### config.mk
export PLATFORM = sky130hd
export DESIGN_NAME = jk_cmd_sequencer_flat
export DESIGN_NICKNAME = d
export VERILOG_FILES = /design/src/rtl/jk_cmd_if.sv /design/src/rtl/jk_cmd_sequencer.sv /design/src/flat_wrapper.sv
export SDC_FILE = /design/constraint.sdc
export NUM_CORES = 1
export LEC_CHECK = 0
export CAP_MARGIN = 5
export CORE_ASPECT_RATIO = 0.5
export CORE_MARGIN = 5
export CORE_UTILIZATION = 55
export CTS_CLUSTER_SIZE = 16
export DETAILED_ROUTE_END_ITERATION = 10
export GPL_TIMING_DRIVEN = 0
export PLACE_DENSITY = 0.79
export SYNTH_ARGS = -nofsm -noshare
export SYNTH_HDL_FRONTEND = slang
export SYNTH_SLANG_ARGS = --single-unit
### constraint.sdc
create_clock -name clk -period 3.65 [get_ports clk]
set_input_delay 0.73 -clock clk [delete_from_list [all_inputs] [get_ports clk]]
set_output_delay 0.73 -clock clk [all_outputs]
set_load 0.02 [all_outputs]
### src/rtl/jk_cmd_if.sv
// Command handshake between a JK stimulus source and the jk_cmd_sequencer.
// One transfer happens on each rising edge where valid and ready are both high.
interface jk_cmd_if;
  logic       valid;
  logic       ready;
  logic [1:0] op;
  logic [3:0] rpt;

  modport master (output valid, output op, output rpt, input ready);
  modport slave  (input valid, input op, input rpt, output ready);
endinterface

### src/rtl/jk_cmd_sequencer.sv
// Queues JK operations, drives J/K to a downstream JK flip-flop, and checks
// the fed-back Q against an internal reference model.
//
// state | meaning
// IDLE  | J=K=0; pop the FIFO head when one is present
// APPLY | drive J/K from op_r for rep_cnt+1 cycles, advancing q_exp
// CHECK | J=K=0; compare q_fb with q_exp, update the counters
module jk_cmd_sequencer #(
  parameter int DEPTH = 4,
  parameter int CNT_W = 8
) (
  input  logic             clk,
  input  logic             rst,
  jk_cmd_if.slave          cmd,
  output logic             j,
  output logic             k,
  input  logic             q_fb,
  output logic             busy,
  output logic [CNT_W-1:0] done_cnt,
  output logic [CNT_W-1:0] err_cnt,
  output logic             err_flag
);

  localparam int AW = $clog2(DEPTH);

  typedef enum logic [1:0] {IDLE, APPLY, CHECK} state_t;

  state_t      state;
  logic [5:0]  mem [DEPTH];
  logic [AW:0] wr_ptr, rd_ptr;
  logic [5:0]  head;
  logic        full, empty, push, pop;
  logic [1:0]  op_r;
  logic [3:0]  rep_cnt;
  logic        q_exp;

  // The extra MSB on each pointer separates the full case from the empty case.
  assign empty     = (wr_ptr == rd_ptr);
  assign full      = (wr_ptr[AW] != rd_ptr[AW]) && (wr_ptr[AW-1:0] == rd_ptr[AW-1:0]);
  assign cmd.ready = !full;
  assign push      = cmd.valid && !full;
  assign pop       = (state == IDLE) && !empty;
  assign head      = mem[rd_ptr[AW-1:0]];
  assign busy      = (state != IDLE) || !empty;

  always_ff @(posedge clk) begin
    if (push) mem[wr_ptr[AW-1:0]] <= {cmd.op, cmd.rpt};
  end

  always_ff @(posedge clk or posedge rst) begin
    if (rst) begin
      wr_ptr <= '0;
      rd_ptr <= '0;
    end else begin
      if (push) wr_ptr <= wr_ptr + 1'b1;
      if (pop)  rd_ptr <= rd_ptr + 1'b1;
    end
  end

  always_ff @(posedge clk or posedge rst) begin
    if (rst) begin
      state    <= IDLE;
      op_r     <= 2'b00;
      rep_cnt  <= 4'd0;
      q_exp    <= 1'b0;
      j        <= 1'b0;
      k        <= 1'b0;
      done_cnt <= '0;
      err_cnt  <= '0;
      err_flag <= 1'b0;
    end else begin
      case (state)
        IDLE: begin
          if (pop) begin
            op_r    <= head[5:4];
            rep_cnt <= head[3:0];
            j       <= head[5];
            k       <= head[4];
            state   <= APPLY;
          end
        end
        APPLY: begin
          case (op_r)
            2'b01:   q_exp <= 1'b0;
            2'b10:   q_exp <= 1'b1;
            2'b11:   q_exp <= ~q_exp;
            default: q_exp <= q_exp;
          endcase
          if (rep_cnt == 4'd0) begin
            j     <= 1'b0;
            k     <= 1'b0;
            state <= CHECK;
          end else begin
            rep_cnt <= rep_cnt - 4'd1;
          end
        end
        CHECK: begin
          if (done_cnt != '1) done_cnt <= done_cnt + 1'b1;
          if (q_fb != q_exp) begin
            if (err_cnt != '1) err_cnt <= err_cnt + 1'b1;
            err_flag <= 1'b1;
          end
          state <= IDLE;
        end
        default: begin
          j     <= 1'b0;
          k     <= 1'b0;
          state <= IDLE;
        end
      endcase
    end
  end

endmodule

### src/flat_wrapper.sv
// flat-port wrapper written by rule: the top's interface ports become plain ports
module jk_cmd_sequencer_flat 
#(
  parameter int DEPTH = 4,
  parameter int CNT_W = 8
)
  (clk, rst, j, k, q_fb, busy, done_cnt, err_cnt, err_flag, cmd_valid, cmd_op, cmd_rpt, cmd_ready);
  jk_cmd_if cmd_i ();
  input  logic clk;
  input  logic rst;
  output logic j;
  output logic k;
  input  logic q_fb;
  output logic busy;
  output logic [CNT_W-1:0] done_cnt;
  output logic [CNT_W-1:0] err_cnt;
  output logic err_flag;
  input wire logic [$bits(cmd_i.valid)-1:0] cmd_valid;
  input wire logic [$bits(cmd_i.op)-1:0] cmd_op;
  input wire logic [$bits(cmd_i.rpt)-1:0] cmd_rpt;
  output wire logic [$bits(cmd_i.ready)-1:0] cmd_ready;
  assign cmd_i.valid = cmd_valid;
  assign cmd_i.op = cmd_op;
  assign cmd_i.rpt = cmd_rpt;
  assign cmd_ready = cmd_i.ready;
  jk_cmd_sequencer #(.DEPTH(DEPTH), .CNT_W(CNT_W)) u_core (.clk(clk), .rst(rst), .cmd(cmd_i), .j(j), .k(k), .q_fb(q_fb), .busy(busy), .done_cnt(done_cnt), .err_cnt(err_cnt), .err_flag(err_flag));
endmodule
Word-level counts from Yosys, hierarchy flattened
Memories as Yosys holds them, arrays and structs flattened.
Index checks and enable logic that the tools add are counted.
{"block": "totals", "reg_bits": 34, "ramBits": 24, "inputBits": 10, "out_inout_bits": 21, "elab_cells": 66, "memories": 1}
{"block": "op_classes", "add_sub_neg": 5, "eq_ne": 14, "n_mux": 14, "n_bitwise": 2, "reduce_logical": 19}
{"name": "u_core.mem", "depth": 4, "word_bits": 6, "rd": 1, "rd_clocked_by_memory_dff": 0, "wr": 1, "line_no": "jk_cmd_sequencer.sv:29", "rtl": "logic [5:0] mem [DEPTH];"}
{"operator": "$add 8x1->8 const B", "count": 2}
{"operator": "$ne 8x8->1 const B", "count": 2}
{"operator": "$reduce_and 2->1", "count": 5}
{"operator": "$pmux 1 s3", "count": 3}
{"operator": "$reduce_and 3->1", "count": 3}
{"operator": "$mux 4", "count": 2}
{"operator": "$pmux 4 s2", "count": 1}
{"operator": "$add 3x1->3 const B", "count": 2}
{"operator": "$eq 2x2->1 const B", "count": 3}
{"operator": "$mux 1", "count": 5}
{"operator": "$eq 2x1->1 const B", "count": 2}
{"operator": "$logic_not 4->1", "count": 1}
{"operator": "$mux 2", "count": 2}
{"operator": "$ne 2x1->1 const B", "count": 2}
{"operator": "$pmux 2 s2", "count": 1}
{"operator": "$reduce_bool 2->1", "count": 2}
{"operator": "$sub 4x1->4 const B", "count": 1}
{"operator": "$eq 3x3->1", "count": 1}
{"operator": "$logic_and 1x1->1", "count": 3}
{"operator": "$reduce_bool 3->1", "count": 1}
{"operator": "$eq 2x2->1", "count": 1}
{"operator": "$logic_not 1->1", "count": 2}
{"operator": "$logic_not 2->1", "count": 1}
{"operator": "$ne 1x1->1", "count": 2}
{"operator": "3 further kinds", "count": 4}

Logic depth before layout (Yosys ltp)
{"block": "depth", "word_depth": 6, "ltp_mapped": 6, "ltp_nobuf": 5}

Worst setup path before layout
No wires, ideal clock.
{"block": "synth_timing", "kind": "reg-to-output", "startpoint": "register u_core.rd_ptr[0]", "endpoint": "output busy", "arrival_time_ns": 1.499, "required_ns": 2.920, "path_slack_ns": 1.421, "stages_incl_launch_ff": 5, "path_buffers": 1, "path_cell_list": "dfrtp_1 -> buf_6 -> xnor2_2 -> nand3_2 -> or3_2"}
{"block": "synth_between", "elab_chain_len": 3}
{"item": "start: declaration", "line_no": "jk_cmd_sequencer.sv:30", "rtl": "logic [AW:0] wr_ptr, rd_ptr;"}
{"item": "start signal: assignment", "line_no": "jk_cmd_sequencer.sv:56", "rtl": "if (pop) rd_ptr <= rd_ptr + 1'b1;"}
{"item": "$eq 3x3->1", "line_no": "jk_cmd_sequencer.sv:38", "rtl": "assign empty = (wr_ptr == rd_ptr);"}
{"item": "$logic_not 1->1", "line_no": "jk_cmd_sequencer.sv:44", "rtl": "assign busy = (state != IDLE) || !empty;"}
{"item": "$logic_or 1x1->1", "line_no": "jk_cmd_sequencer.sv:44"}
{"item": "end: declaration", "line_no": "flat_wrapper.sv:14", "rtl": "output logic busy;"}
Every way passes these cells.

Final worst setup path
{"block": "layout_timing", "startpoint": "register u_core.rd_ptr[1]", "endpoint": "output busy"}
The elaborated chain is that of the path after synthesis.

==> reports/metrics.yaml <==
synth:
  ys_seq_area_frac: 0.592
  yosysWarnings: 0
  synthArstFlopShare: 0.586
  synth_area_um2: 2660
  yosys.cell_types.count: 46
  synth_edf_count: 24
  ys.flop_type: "dfrtp_1"
  synthCells: 190
  synth-seq-cells: 58
  synth_area_per_cell_um2: 14.0
  syn_nets: 208
global_routing:
  antenna_found_initial: 0
  grt_pass1_vias: 1702
  track_usage: 0.168
  globalRoute.totalOverflow: 0
  grt_max_degree: 35
  grt_pass1_wl_mm: 7.87
clock_tree:
  cts_buffers: 9
  ctsResizeCount: 0
  root_buffer: "clkbuf_8"
  clkTransAtPathRegs_ns: 0.07
  post_cts_buffers: 0
  cts_tree: "built"
  htreeDepth: 3
  hold_buffers: 0
  cts_sinks: 58
  clk_latency_ns: 0.34
  clock_tree.buffer_depth: 2
cells_and_area:
  final_util: 0.728
  instances_no_fill: 303
  syn_to_final_growth_pct: 24.2
  n_antenna_cell: 0
  nets: 250
  drive_gt1_frac: 0.122
place:
  io_buffers: 30
  gp_congestion: 0.841
  dp_cells: 286
  dp_hpwl_mm: 3.13
setup_path:
  cp_top_family: "buffers and inverters"
  r2r_cells: 5
  r2r-start: "u_core.rep_cnt[0]$_DFFE_PP0P_"
  start_kind: "flip-flop"
  worstPathCellList: "buf_6, xnor2_2, nand3_2, or3_2, clkdlybuf4s50_1"
  critPathSlowestCell: "clkdlybuf4s50_1"
  path_class: "flip-flop to output port"
  worst-path-max-fanout: 8
  end_kind: "output port"
  reg2reg_to: "u_core.rep_cnt[0]$_DFFE_PP0P_"
  crit_buf_inv: 2
  crit_start: "u_core.rd_ptr[1]$_DFFE_PP0P_"
  cp.arrival_ns: 2.44
  cp-endpoint: "busy"
  cpPeakStageDelay_ns: 0.55
  reg2reg_slack_ns: 1.84
  critical_path_required_ns: 2.92
  cp.depth: 5
timing:
  skew_ns: 0.00762
  fin_crit_sh: 0.868
  fmax_ghz: 0.316
  finalHoldViolations: 0
  finalSetupTns_ns: 0
  grt_setup_unrepaired: "no"
  slew_viol_final: 0
  max-slew-margin-rel: 0.662
  setup_viol: 0
  tightest_slew_ns: 0.505
  min_period_ns: 3.17
die:
  core_area_um2: 4530
  die_height_um: 59.1
  num_rows: 17
  io_pins: 31
  die_w_um: 108
  dieArea_um2: 6400
  start_util: 0.586
route:
  routed_wl_mm: 4.54
  drt_first_pass_iters: 4
  ant_nets: 0
  viasPerCell: 5.37
  dr.first_iter.drc_count: 51
  num_vias: 1626
  drc: 0
  routedWlPerCell_um: 15.0
power_and_ir_drop:
  p_leak_nw: 1.37
  power.density_nw_per_um2: 801
  power_w: 0.00264
  vdd_drop_max_mv: 0.382
status:
  status: "finished clean"
min_path:
  hp-class: "flip-flop to flip-flop"
job:
  max_cap_viol_count: 0
==> layer usage <==
layer	part of all wire	GRT usage	vias up
met3	0.054	0.0675	8
met4	0.018	0.0863	0
met2	0.48	0.277	38
li1	-	-	793
met5	0	0	-
met1	0.45	0.192	787
==> cell families (layout without fill, tap and decap cells) <==
group                    after synthesis  count (layout)  share of synthesized area
AO/OA/AOI/OAI                         23              23                     0.0744
XOR/XNOR                              23              23                     0.0815
adder cells (fa/ha/maj)                8               8                     0.0377
buffers and inverters                 17              64                     0.0301
flip-flops                            58              58                      0.592
multiplexers                          10              10                     0.0772
AND/OR/NAND/NOR                       51              51                      0.107
==> report_power, final <==
group,leakage [nW],total [W],switching [W],internal (W)
logic,0.603,0.000956,0.000512,0.000443
registers,0.657,0.000994,0.000125,0.000869
clock network,0.112,0.000692,0.000243,0.000449
total,1.37,0.00264,0.000881,0.00176
==> layout make-up <==
cell class | instances | area [µm²]
Clock inverter | 6 | 105
Inverter | 12 | 45.0
Tap cell | 66 | 82.6
Timing Repair Buffer | 31 | 328
Sequential cell | 58 | 1570
Multi-Input combinational cell | 115 | 1000
Buffer | 5 | 35.0
Clock buffer | 10 | 128
Fill cell | 309 | 1230
==> state kept, by name, summed over array words and instances, names as in the netlist <==
signal and cells:
u_core.mem 24, u_core.done_cnt 8, u_core.err_cnt 8, u_core.rep_cnt 4, u_core.rd_ptr 3, u_core.wr_ptr 3, u_core.op_r 2, u_core.state 2
u_core.err_flag 1, u_core.j 1, u_core.k 1, u_core.q_exp 1
==> cell usage after synthesis (all sizes together), types with 2 or more instances <==
library cell / count / area [µm²]
clkbuf: 3 / 12.5
mux2: 3 / 37.5
nor3b: 2 / 15.0
o221ai: 2 / 17.5
edfxtp: 24 / 721
inv: 12 / 45.0
mux4: 6 / 158
and2: 4 / 25.0
nand3: 6 / 35.0
a21oi: 3 / 15.0
xor2: 16 / 140
ha: 8 / 100
nor3: 5 / 30.0
dfrtp: 34 / 851
o311ai: 2 / 17.5
o2bb2ai: 2 / 17.5
nor4: 3 / 18.8
a31oi: 4 / 40.0
nand2: 10 / 37.5
xnor2: 7 / 76.3
nand2b: 2 / 12.5
nor2: 9 / 33.8
buf: 2 / 22.5
nand4: 3 / 18.8
o21ai: 5 / 28.8
==> worst min path at each step <==
stage | from | endpoint | slack, ns | depth (start not counted)
final | u_core.err_flag$_DFFE_PP0P_ | u_core.err_flag$_DFFE_PP0P_ | 0.47 | 1
after global routing | u_core.op_r[0]$_DFFE_PP0P_ | u_core.q_exp$_DFFE_PP0P_ | 0.50 | 1
after CTS | u_core.op_r[0]$_DFFE_PP0P_ | u_core.q_exp$_DFFE_PP0P_ | 0.48 | 1
after detailed placement | u_core.err_flag$_DFFE_PP0P_ | u_core.err_flag$_DFFE_PP0P_ | 0.46 | 1
after global placement | u_core.op_r[0]$_DFFE_PP0P_ | u_core.q_exp$_DFFE_PP0P_ | 0.44 | 1
after floorplan | u_core.op_r[0]$_DFFE_PP0P_ | u_core.q_exp$_DFFE_PP0P_ | 0.43 | 1
==> worst register-to-register path, cell delays in order (launching register included) <==
cell,delay (ns)
dfrtp_1,0.41
inv_1,0.07
ha_1,0.24
a31oi_1,0.46
o21ai_2,0.20
a211o_1,0.32
==> per-stage QoR <==
| step | cell area [µm²] | hold WS [ns] | worst slack [ns] |
|---|---|---|---|
| CTS | 3270 | 0.479 | 0.455 |
| global route | 3300 | 0.497 | 0.369 |
| global placement | 3040 | 0.439 | 0.864 |
| detailed placement | 3040 | 0.461 | 0.834 |
| finish | 3300 | 0.471 | 0.481 |
| floorplan | 2660 | 0.427 | 1.42 |
==> cells in the final DEF, fill, tap and decap left out, types with 2 or more instances in the layout <==
cell / count
and2_1: 4
xnor2_2: 2
clkinv_1: 3
nor4_1: 3
xnor2_1: 5
o221ai_1: 2
nand2b_1: 2
o2bb2ai_1: 2
xor2_1: 16
nand3_1: 5
bufinv_16: 3
nand4_1: 3
edfxtp_1: 24
nor3b_1: 2
ha_1: 8
nor2_1: 9
a21oi_1: 3
dfrtp_1: 34
clkbuf_8: 9
inv_1: 11
clkdlybuf4s50_1: 30
nor3_1: 4
a31oi_1: 3
o21ai_0: 3
nand2_1: 10
mux2_2: 2
o311ai_0: 2
mux4_1: 6
buf_6: 2
clkbuf_1: 3
No activity file was read; power rests on OpenSTA's default activity.
